### src/rtl/monopix2_ro_pkg.sv
// Shared word layout, FSM state type and LE/TE Gray helper for the Monopix2 readout emulator.
// Word layout {COL, ROW, LE, TE} is fixed at 27 bits.
package monopix2_ro_pkg;

  localparam int WORD_BITS = 27;
  localparam int COL_LSB   = 21;
  localparam int COL_W     = 6;
  localparam int ROW_LSB   = 12;
  localparam int ROW_W     = 9;
  localparam int LE_LSB    = 6;
  localparam int LE_W      = 6;
  localparam int TE_LSB    = 0;
  localparam int TE_W      = 6;

  typedef enum logic {
    ST_IDLE  = 1'b0,
    ST_SHIFT = 1'b1
  } ro_state_e;

  function automatic logic [5:0] gray6(input logic [5:0] b);
    return b ^ (b >> 1);
  endfunction

endpackage

### src/rtl/monopix2_ro_emu_fifo.sv
// Show-ahead synchronous hit FIFO; a write lands in 1 cycle and the head word is always on rd_dat_o.
// Backpressure: writes while full are discarded here and flagged to the caller via full_o.
module monopix2_ro_emu_fifo #(
  parameter int DEPTH = 16,
  parameter int W     = 27
) (
  input  logic                       clk_i,
  input  logic                       rst_i,
  input  logic                       wr_vld_i,
  input  logic [W-1:0]               wr_dat_i,
  input  logic                       rd_rdy_i,
  output logic [W-1:0]               rd_dat_o,
  output logic                       full_o,
  output logic                       empty_o,
  output logic [$clog2(DEPTH):0]     occ_o
);

  localparam int AW = $clog2(DEPTH);

  logic [W-1:0] mem_q [DEPTH];
  logic [AW:0]  wr_ptr_q;
  logic [AW:0]  rd_ptr_q;
  logic         do_wr;
  logic         do_rd;

  assign occ_o    = wr_ptr_q - rd_ptr_q;
  assign full_o   = (occ_o == (AW+1)'(DEPTH));
  assign empty_o  = (occ_o == '0);
  assign rd_dat_o = mem_q[rd_ptr_q[AW-1:0]];
  assign do_wr    = wr_vld_i & ~full_o;
  assign do_rd    = rd_rdy_i & ~empty_o;

  always_ff @(posedge clk_i) begin
    if (do_wr) mem_q[wr_ptr_q[AW-1:0]] <= wr_dat_i;
  end

  always_ff @(posedge clk_i) begin
    if (rst_i) begin
      wr_ptr_q <= '0;
      rd_ptr_q <= '0;
    end else begin
      if (do_wr) wr_ptr_q <= wr_ptr_q + (AW+1)'(1);
      if (do_rd) rd_ptr_q <= rd_ptr_q + (AW+1)'(1);
    end
  end

endmodule

### src/rtl/monopix2_ro_emu.sv
// Monopix2 Freeze/Read/Token serial readout emulator; TOKEN 1 cycle, DATA bit 26 the cycle after READ edge.
// Full buffer drops hits into a saturating LOST_CNT; MONOPIX2_RO_EMU_GRAY_EN Gray-codes LE/TE on load.
module monopix2_ro_emu #(
  parameter int DEPTH     = 16,
  parameter int WORD_BITS = 27
) (
  input  logic                 clk_i,
  input  logic                 rst_i,
  input  logic                 hit_write_i,
  input  logic [WORD_BITS-1:0] hit_data_i,
  output logic                 hit_full_o,
  input  logic                 freeze_i,
  input  logic                 read_i,
  output logic                 token_o,
  output logic                 data_o,
  output logic [7:0]           lost_cnt_o
);

  import monopix2_ro_pkg::*;

  localparam int CW = $clog2(DEPTH) + 1;

  logic                 fifo_full;
  logic                 fifo_empty;
  logic [CW-1:0]        fifo_occ;
  logic [WORD_BITS-1:0] fifo_rd_dat;

  ro_state_e            state_q;
  logic [4:0]           bit_cnt_q;
  logic [WORD_BITS-1:0] sh_q;
  logic                 data_q;
  logic                 token_q;
  logic [CW-1:0]        frozen_cnt_q;
  logic [CW-1:0]        frozen_cnt_d;
  logic [7:0]           lost_cnt_q;
  logic                 freeze_q;
  logic                 read_q;

  logic                 freeze_rise;
  logic                 read_rise;
  logic                 push;
  logic                 pop;
  logic                 shift_nxt;
  logic [CW-1:0]        occ_d;
  logic                 token_d;
  logic [WORD_BITS-1:0] load_word;

  monopix2_ro_emu_fifo #(
    .DEPTH (DEPTH),
    .W     (WORD_BITS)
  ) u_fifo (
    .clk_i    (clk_i),
    .rst_i    (rst_i),
    .wr_vld_i (hit_write_i),
    .wr_dat_i (hit_data_i),
    .rd_rdy_i (pop),
    .rd_dat_o (fifo_rd_dat),
    .full_o   (fifo_full),
    .empty_o  (fifo_empty),
    .occ_o    (fifo_occ)
  );

  assign freeze_rise = freeze_i & ~freeze_q;
  assign read_rise   = read_i & ~read_q;
  assign push        = hit_write_i & ~fifo_full;
  assign pop         = read_rise & freeze_i & (frozen_cnt_q != '0) &
                       (state_q == ST_IDLE) & ~fifo_empty;
  assign shift_nxt   = pop | ((state_q == ST_SHIFT) && (bit_cnt_q != 5'd0));
  assign occ_d       = fifo_occ + CW'(push) - CW'(pop);

  always_comb begin
    load_word = fifo_rd_dat;
`ifdef MONOPIX2_RO_EMU_GRAY_EN
    load_word[LE_LSB +: LE_W] = gray6(fifo_rd_dat[LE_LSB +: LE_W]);
    load_word[TE_LSB +: TE_W] = gray6(fifo_rd_dat[TE_LSB +: TE_W]);
`endif
  end

  // The frozen snapshot excludes the write landing in the same cycle as the Freeze edge.
  always_comb begin
    frozen_cnt_d = frozen_cnt_q;
    if (freeze_rise)    frozen_cnt_d = fifo_occ;
    else if (!freeze_i) frozen_cnt_d = '0;
    else if (pop)       frozen_cnt_d = frozen_cnt_q - CW'(1);
  end

  assign token_d = freeze_i ? ((frozen_cnt_d != '0) || shift_nxt) : (occ_d != '0);

  always_ff @(posedge clk_i) begin
    if (rst_i) begin
      state_q      <= ST_IDLE;
      bit_cnt_q    <= 5'd0;
      sh_q         <= '0;
      data_q       <= 1'b0;
      token_q      <= 1'b0;
      frozen_cnt_q <= '0;
      lost_cnt_q   <= 8'd0;
      freeze_q     <= 1'b0;
      read_q       <= 1'b0;
    end else begin
      freeze_q     <= freeze_i;
      read_q       <= read_i;
      frozen_cnt_q <= frozen_cnt_d;
      token_q      <= token_d;
      if (hit_write_i && fifo_full && (lost_cnt_q != 8'hFF)) begin
        lost_cnt_q <= lost_cnt_q + 8'd1;
      end
      if (state_q == ST_IDLE) begin
        data_q <= 1'b0;
        if (pop) begin
          sh_q      <= load_word;
          data_q    <= load_word[WORD_BITS-1];
          bit_cnt_q <= 5'(WORD_BITS - 1);
          state_q   <= ST_SHIFT;
        end
      end else begin
        if (bit_cnt_q == 5'd0) begin
          data_q  <= 1'b0;
          state_q <= ST_IDLE;
        end else begin
          data_q    <= sh_q[WORD_BITS-2];
          sh_q      <= sh_q << 1;
          bit_cnt_q <= bit_cnt_q - 5'd1;
        end
      end
    end
  end

  assign hit_full_o = fifo_full;
  assign token_o    = token_q;
  assign data_o     = data_q;
  assign lost_cnt_o = lost_cnt_q;

endmodule

### config.mk
export PLATFORM = sky130hd
export DESIGN_NAME = monopix2_ro_emu
export DESIGN_NICKNAME = d
export VERILOG_FILES = /design/src/rtl/monopix2_ro_pkg.sv /design/src/rtl/monopix2_ro_emu_fifo.sv /design/src/rtl/monopix2_ro_emu.sv
export SDC_FILE = /design/constraint.sdc
export NUM_CORES = 1
export LEC_CHECK = 0
export CAP_MARGIN = 20
export CORE_AREA = 2 2 201 203
export DETAILED_ROUTE_END_ITERATION = 7
export DIE_AREA = 0 0 203 205
export PLACE_DENSITY = 0.69
export SYNTH_ARGS = -nofsm -noshare
export SYNTH_HDL_FRONTEND = slang
export SYNTH_HIERARCHICAL = 1
export SYNTH_SLANG_ARGS = --single-unit
### constraint.sdc
create_clock -name clk_i -period 3.9 [get_ports clk_i]
set_input_delay 0.975 -clock clk_i [delete_from_list [all_inputs] [get_ports clk_i]]
set_output_delay 0.975 -clock clk_i [all_outputs]
set_load 0.01 [all_outputs]
# After elaboration in Yosys (flattened, before gate mapping)
# Memories as Yosys holds them, arrays and structs flattened. A register that Yosys moved wholly into a read port is not among the register bits.
# Index checks and enable logic that the tools add are counted.
word_totals:
  n_memories: 1
  latch_bits: 0
  mem_bits_ro: 0
  output_inout_bits: 11
  ram_bits: 432
  regBits: 59
  input_bits: 32
classes:
  shift: 0
  n_addsub: 8
  mux: 20
  n_mul: 0
  n_reduce_logical: 12
  eq_ne: 3
  order_cmp: 0
  n_bitwise: 14
  n_div: 0
memory_table:
  columns: ["memory", "depth", "width", "read_ports", "rd_ports_with_merged_regs", "wr", "line", "rtl"]
  rows:
  - ["u_fifo.mem_q", 16, 27, 1, 1, 1, "monopix2_ro_emu_fifo.sv:20", "logic [W-1:0] mem_q [DEPTH];"]
op_table:
  columns: ["cell", "n"]
  rows:
  - ["26-bit 2-to-1 mux", 3]
  - ["5-bit 2-to-1 mux", 6]
  - ["5-bit nonzero test", 4]
  - ["5-bit by 1-bit adder with 5-bit output (second input constant)", 2]
  - ["5-bit logical NOT", 2]
  - ["5-bit by 1-bit subtractor with 5-bit output (second input constant)", 2]
  - ["1-bit 2-to-1 mux", 9]
  - ["8-bit by 1-bit adder with 8-bit output (second input constant)", 1]
  - ["1-bit AND", 8]
  - ["4-bit 2-to-1 mux", 2]
  - ["8-bit inequality test (second input constant)", 1]
  - ["5-bit by 1-bit adder with 5-bit output", 1]
  - ["5-bit == test (second input constant)", 1]
  - ["1-bit inverter", 5]
  - ["5-bit by 1-bit subtractor with 5-bit output", 1]
  - ["5-bit subtractor", 1]
  - ["1-bit logical AND", 3]
  - ["2-bit inequality test (second input constant)", 1]
  - ["2-bit AND reduction", 1]
  - ["2-bit nonzero test", 1]
  - ["1-bit logical OR", 1]
  - ["1-bit bitwise OR", 1]

# Logic depth before layout (Yosys ltp)
logic_depth:
  word_depth: 12
  mapped_depth: 19

# Modules after synthesis
# Netlist, hierarchy kept.
modules_own_cells:
  columns: ["module", "area_each_um2", "seq_area_each_um2", "instances", "cells_per_inst"]
  rows:
  - ["monopix2_ro_emu_fifo", 17145.2, 13252.7, 1, 709]
  - ["monopix2_ro_emu", 2413.6, 980.9, 1, 260]

# Worst setup path before layout
# Ideal clock, no wire load.
synth_path:
  path_kind: "reg2reg"
  start: "reg u_fifo.wr_ptr_q[0]"
  end: "mem u_fifo.mem_q[3][0], enable pin"
  synth_period_minus_slack_ps: 4328
  path_stages_with_launch: 10
  path_buffers: 0
  arrival_ps: 3883
  path_slack_ps: -428
  path_cell_list: "dfxtp_1 inv_1 ha_1 inv_1 fa_1 xor2_1 nand4b_1 a211oi_4 or2_2 nor3_1"
synth_via:
  elab_chain_len: 6
synth_lines:
  columns: ["element", "line", "rtl"]
  rows:
  - ["start, declared", "monopix2_ro_emu_fifo.sv:21", "logic [AW:0] wr_ptr_q;"]
  - ["start signal, assigned", "monopix2_ro_emu_fifo.sv:42", "if (do_wr) wr_ptr_q <= wr_ptr_q + (AW+1)'(1);"]
  - ["5-bit subtractor", "monopix2_ro_emu_fifo.sv:26", "assign occ_o = wr_ptr_q - rd_ptr_q;"]
  - ["via fifo_occ[2]", "monopix2_ro_emu.sv:25", "logic [CW-1:0] fifo_occ;"]
  - ["5-bit == test", "monopix2_ro_emu_fifo.sv:27", "assign full_o = (occ_o == (AW+1)'(DEPTH));"]
  - ["via hit_full_o", "monopix2_ro_emu.sv:11", "output logic hit_full_o,"]
  - ["1-bit inverter", "monopix2_ro_emu_fifo.sv:30", "assign do_wr = wr_vld_i & ~full_o;"]
  - ["1-bit AND", "monopix2_ro_emu_fifo.sv:30", null]
  - ["1-bit 2-to-1 mux", "monopix2_ro_emu_fifo.sv:34", "if (do_wr) mem_q[wr_ptr_q[AW-1:0]] <= wr_dat_i;"]
  - ["1-bit 2-to-1 mux (implied by the code)", "monopix2_ro_emu_fifo.sv:34", null]
  - ["end, declared", "monopix2_ro_emu_fifo.sv:20", null]
# The timed path passes the listed nets, and every way through them passes these cells.

# Worst setup path in the final report
layout_path:
  start: "reg u_fifo.wr_ptr_q[0]"
  end: "out hit_full_o"
layout_via:
  elab_chain_len: 2
layout_lines:
  columns: ["element", "line"]
  rows:
  - ["5-bit subtractor", "monopix2_ro_emu_fifo.sv:26"]
  - ["via fifo_occ[1]", "monopix2_ro_emu.sv:25"]
  - ["5-bit == test", "monopix2_ro_emu_fifo.sv:27"]
  - ["end, declared", "monopix2_ro_emu.sv:11"]
# The timed path passes the listed nets, and every way through them passes these cells.

==> impl_results.md <==
* Status: finished, final reports clean
* Vias/cell at 5.81
* Cells after synthesis at 969
* Synthesized cell area at 19,600 µm²
* WS Path Type: reg -> out
* Avg Inst Size Synth at 20.2 µm²
* CTS Buf Count at 50
* Async SR Flop Fraction at 0%
* RePlAce Congestion at 0.789
* Drt total wl at 38,400 µm
* Die area at 41,600 µm²
* Fin nets at 1,107
* Clock transition at path regs at 0.06 ns
* Tcrit/Tclk final at 95.6%
* Placement Cell Area at 20,900 µm²
* P_sw at 2160 µW
* Worst slew pin tran at 1.02 ns
* YS warnings at 6
* Met1 GRT Util at 26.5%
* M3 GR Usage at 2.85%
* Number of global-route vias before repair at 9,694
* Unrepaired setup endpoints after global routing: true
* Worst path required time at 2.92 ns
* DR pass1 iterations at 5
* Die Wd at 203 µm
* # IOs at 43
* Die H at 205 µm
* Largest net degree at the start of global routing at 53
* Tot Pwr at 10,800 µW
* Worst-path fanout max at 6
* Max-cap viol count at 0
* Sw Ratio at 20.1%
* Clk_lat worst skew at 0.58 ns
* Slew margin rel. at 31.7%
* # hold bufs at CTS at 0
* Area leader, netlist: edfxtp_1
* Post-DP HPWL at 19,800 µm
* GR Util All Layers at 19.1%
* CP arrival at 2.75 ns
* Hold Crit Class: reg -> reg
* Root buf cell: clkbuf_16
* H-tree levels at 2
* First-pass GRT wire length at 58,700 µm
* EDFF count, synth at 432
* Post-synth cell types at 54
* Fin area at 22,500 µm²
* Clock network power share at 41.3%
* Sequential-to-total area share from yosys stat at 72.8%
* Sequential share of power at 54.4%
* Vias at 9,399
* Fraction of layout cells with a size suffix above 1 at 26.2%
* DRC at 0
* Peak Freq at 268 MHz
* Count of input and output buffers at 42
* Antenna diodes at 0
* Initial antenna violation count at 1
* DRT iter0 DRCs at 911
* CTS tree: yes
* Met2 usage at 31.6%
* Synth Flop Type: edfxtp_1
* Core Area at 39,400 µm²
* Final hold violations at 0
* Top cells by area, synth: edfxtp_1 (66%), mux4_2 (16%), dfxtp_1 (6.4%)
* Leakage at 0.00696 µW
* Commonest non-fill, non-tap cell in the layout: edfxtp_1
* Routed Antenna Nets at 0
* Routed len/inst at 23.7 µm
* Critical Path Sink Type: output port
* Mapped Nets at 1,021
* Worst VDD drop at 0.335 mV
* Gr busiest metal: met2
* Commonest non-fill, non-tap cells in the layout: edfxtp_1 (432), mux4_2 (135), dfxtp_1 (58), clkbuf_16 (50), nor2_1 (49)
* Final setup fails at 0
* Clock sinks at 495
* CP startpoint kind: flop
* Comb power frac at 4.3%
* #FFs+latches synth at 495
* Fin. max-slew vios at 0
* Shortest period the worst path allows at 3.73 ns
* Total gr overflow at 0
* Clock Path Buffers at 3
* Fill cells at 2,877
* Initial Utilization at 49.7%
* PD cells at 479 nW/µm²
* Clk_skew at 0.0183 ns
* Area growth syn-to-layout at 15.1%
* Int Power at 8610 µW
* Post-synth top area share at 66.3%
* FP Rows at 73
==> final cells by class <==
type | instances | area, µm² | share of cell area (%)
Clock buffer | 73 | 1420 | 6.30
Sequential cell | 495 | 14200 | 63.3
Inverter | 18 | 67.6 | 0.300
Multi-Input combinational cell | 408 | 5110 | 22.7
Timing Repair Buffer | 82 | 902 | 4.01
Tap cell | 525 | 657 | 2.92
Clock inverter | 16 | 115 | 0.511
==> through the flow <==
stage / TNS [ns] / hold slack, ns / instances / worst slack (ns) / util, %
detailed placement: 0 / 0.484 / 1522 / 0.0832 / 53.1
floorplan: 0 / 0.448 / 969 / 0.0203 / -
global route: -0.0222 / 0.528 / 1617 / -0.0222 / 57.2
CTS: 0 / 0.499 / 1612 / 0.00859 / 57.1
finish: 0 / 0.500 / 1617 / 0.170 / 57.2
global placement: 0 / 0.480 / 1522 / 0.183 / 53.1
==> cells by family after synthesis <==
family                     share of synthesized area, %
xor gates and xnor gates                          0.851
adders and majority gates                          1.36
muxes                                              17.4
DFF                                                72.8
buffers and inverters                              1.53
AOI/OAI and AO/OA                                  2.51
and+or+nand+nor                                    3.61
==> cell usage after synthesis, drive strengths merged, types with 5 or more instances <==
library cell  instances
inv                  18
mux2                  5
edfxtp              432
nor2b                11
and3                 15
clkbuf               26
mux4                135
a21oi                16
xnor2                 6
dfxtp                63
a211oi               28
ha                   18
nand4                 9
nand2b                5
xor2                 13
nor2                 49
nand2                13
or3                   6
o21ai                 6
mux2i                30
buf                  22
==> registers in the layout (all words and copies together) (netlist names), named ones only <==
name and cells:
state_q 1, u_fifo/rd_ptr_q 5, sh_q 26, u_fifo/mem_q 432, token_o 1, read_q 1, lost_cnt_o 8, u_fifo/wr_ptr_q 5
frozen_cnt_q 5, bit_cnt_q 5, data_o 1, freeze_q 1
==> power groups by stage <==
stage	combinational [µW]	clock [µW]	sequential [µW]
final	462	4450	5860
after global routing	507	4750	5870
after CTS	459	4540	5860
after detailed placement	456	0	5970
after global placement	446	0	5970
after floorplan	265	0	5970
==> worst paths after layout <==
| path | startpoint | end | slack (ns) | cells after the start |
|---|---|---|---|---|
| max | u_fifo/wr_ptr_q[0]$_SDFFE_PP0P_ | hit_full_o | 0.17 | 9 |
| min | sh_q[17]$_SDFFE_PP0P_ | sh_q[17]$_SDFFE_PP0P_ | 0.50 | 2 |
| max reg2reg | u_fifo/wr_ptr_q[0]$_SDFFE_PP0P_ | token_o$_SDFF_PP0_ | 0.18 | 16 |
| min reg2reg | sh_q[17]$_SDFFE_PP0P_ | sh_q[17]$_SDFFE_PP0P_ | 0.50 | 2 |
==> worst max-delay path, cell delays in order (launching register included) <==
cell      delay [ns]
dfxtp_1         0.33
inv_2           0.06
ha_1            0.21
inv_2           0.06
fa_2            0.45
nand3b_1        0.17
a211o_1         0.34
a211oi_4        0.28
buf_6           0.14
buf_2           0.13
==> layer usage <==
layer	vias up	share of wire, %
li1	4159	-
met1	4952	44
met2	227	50
met3	59	4.9
met4	2	2.1
met5	-	0.029
==> timing repair <==
item                       CTS  global route
buffers inserted             1             5
setup endpoints to repair    1             2
pin swaps                    1             6
gates resized for setup      4             8
(Power assumes the default switching activity.)
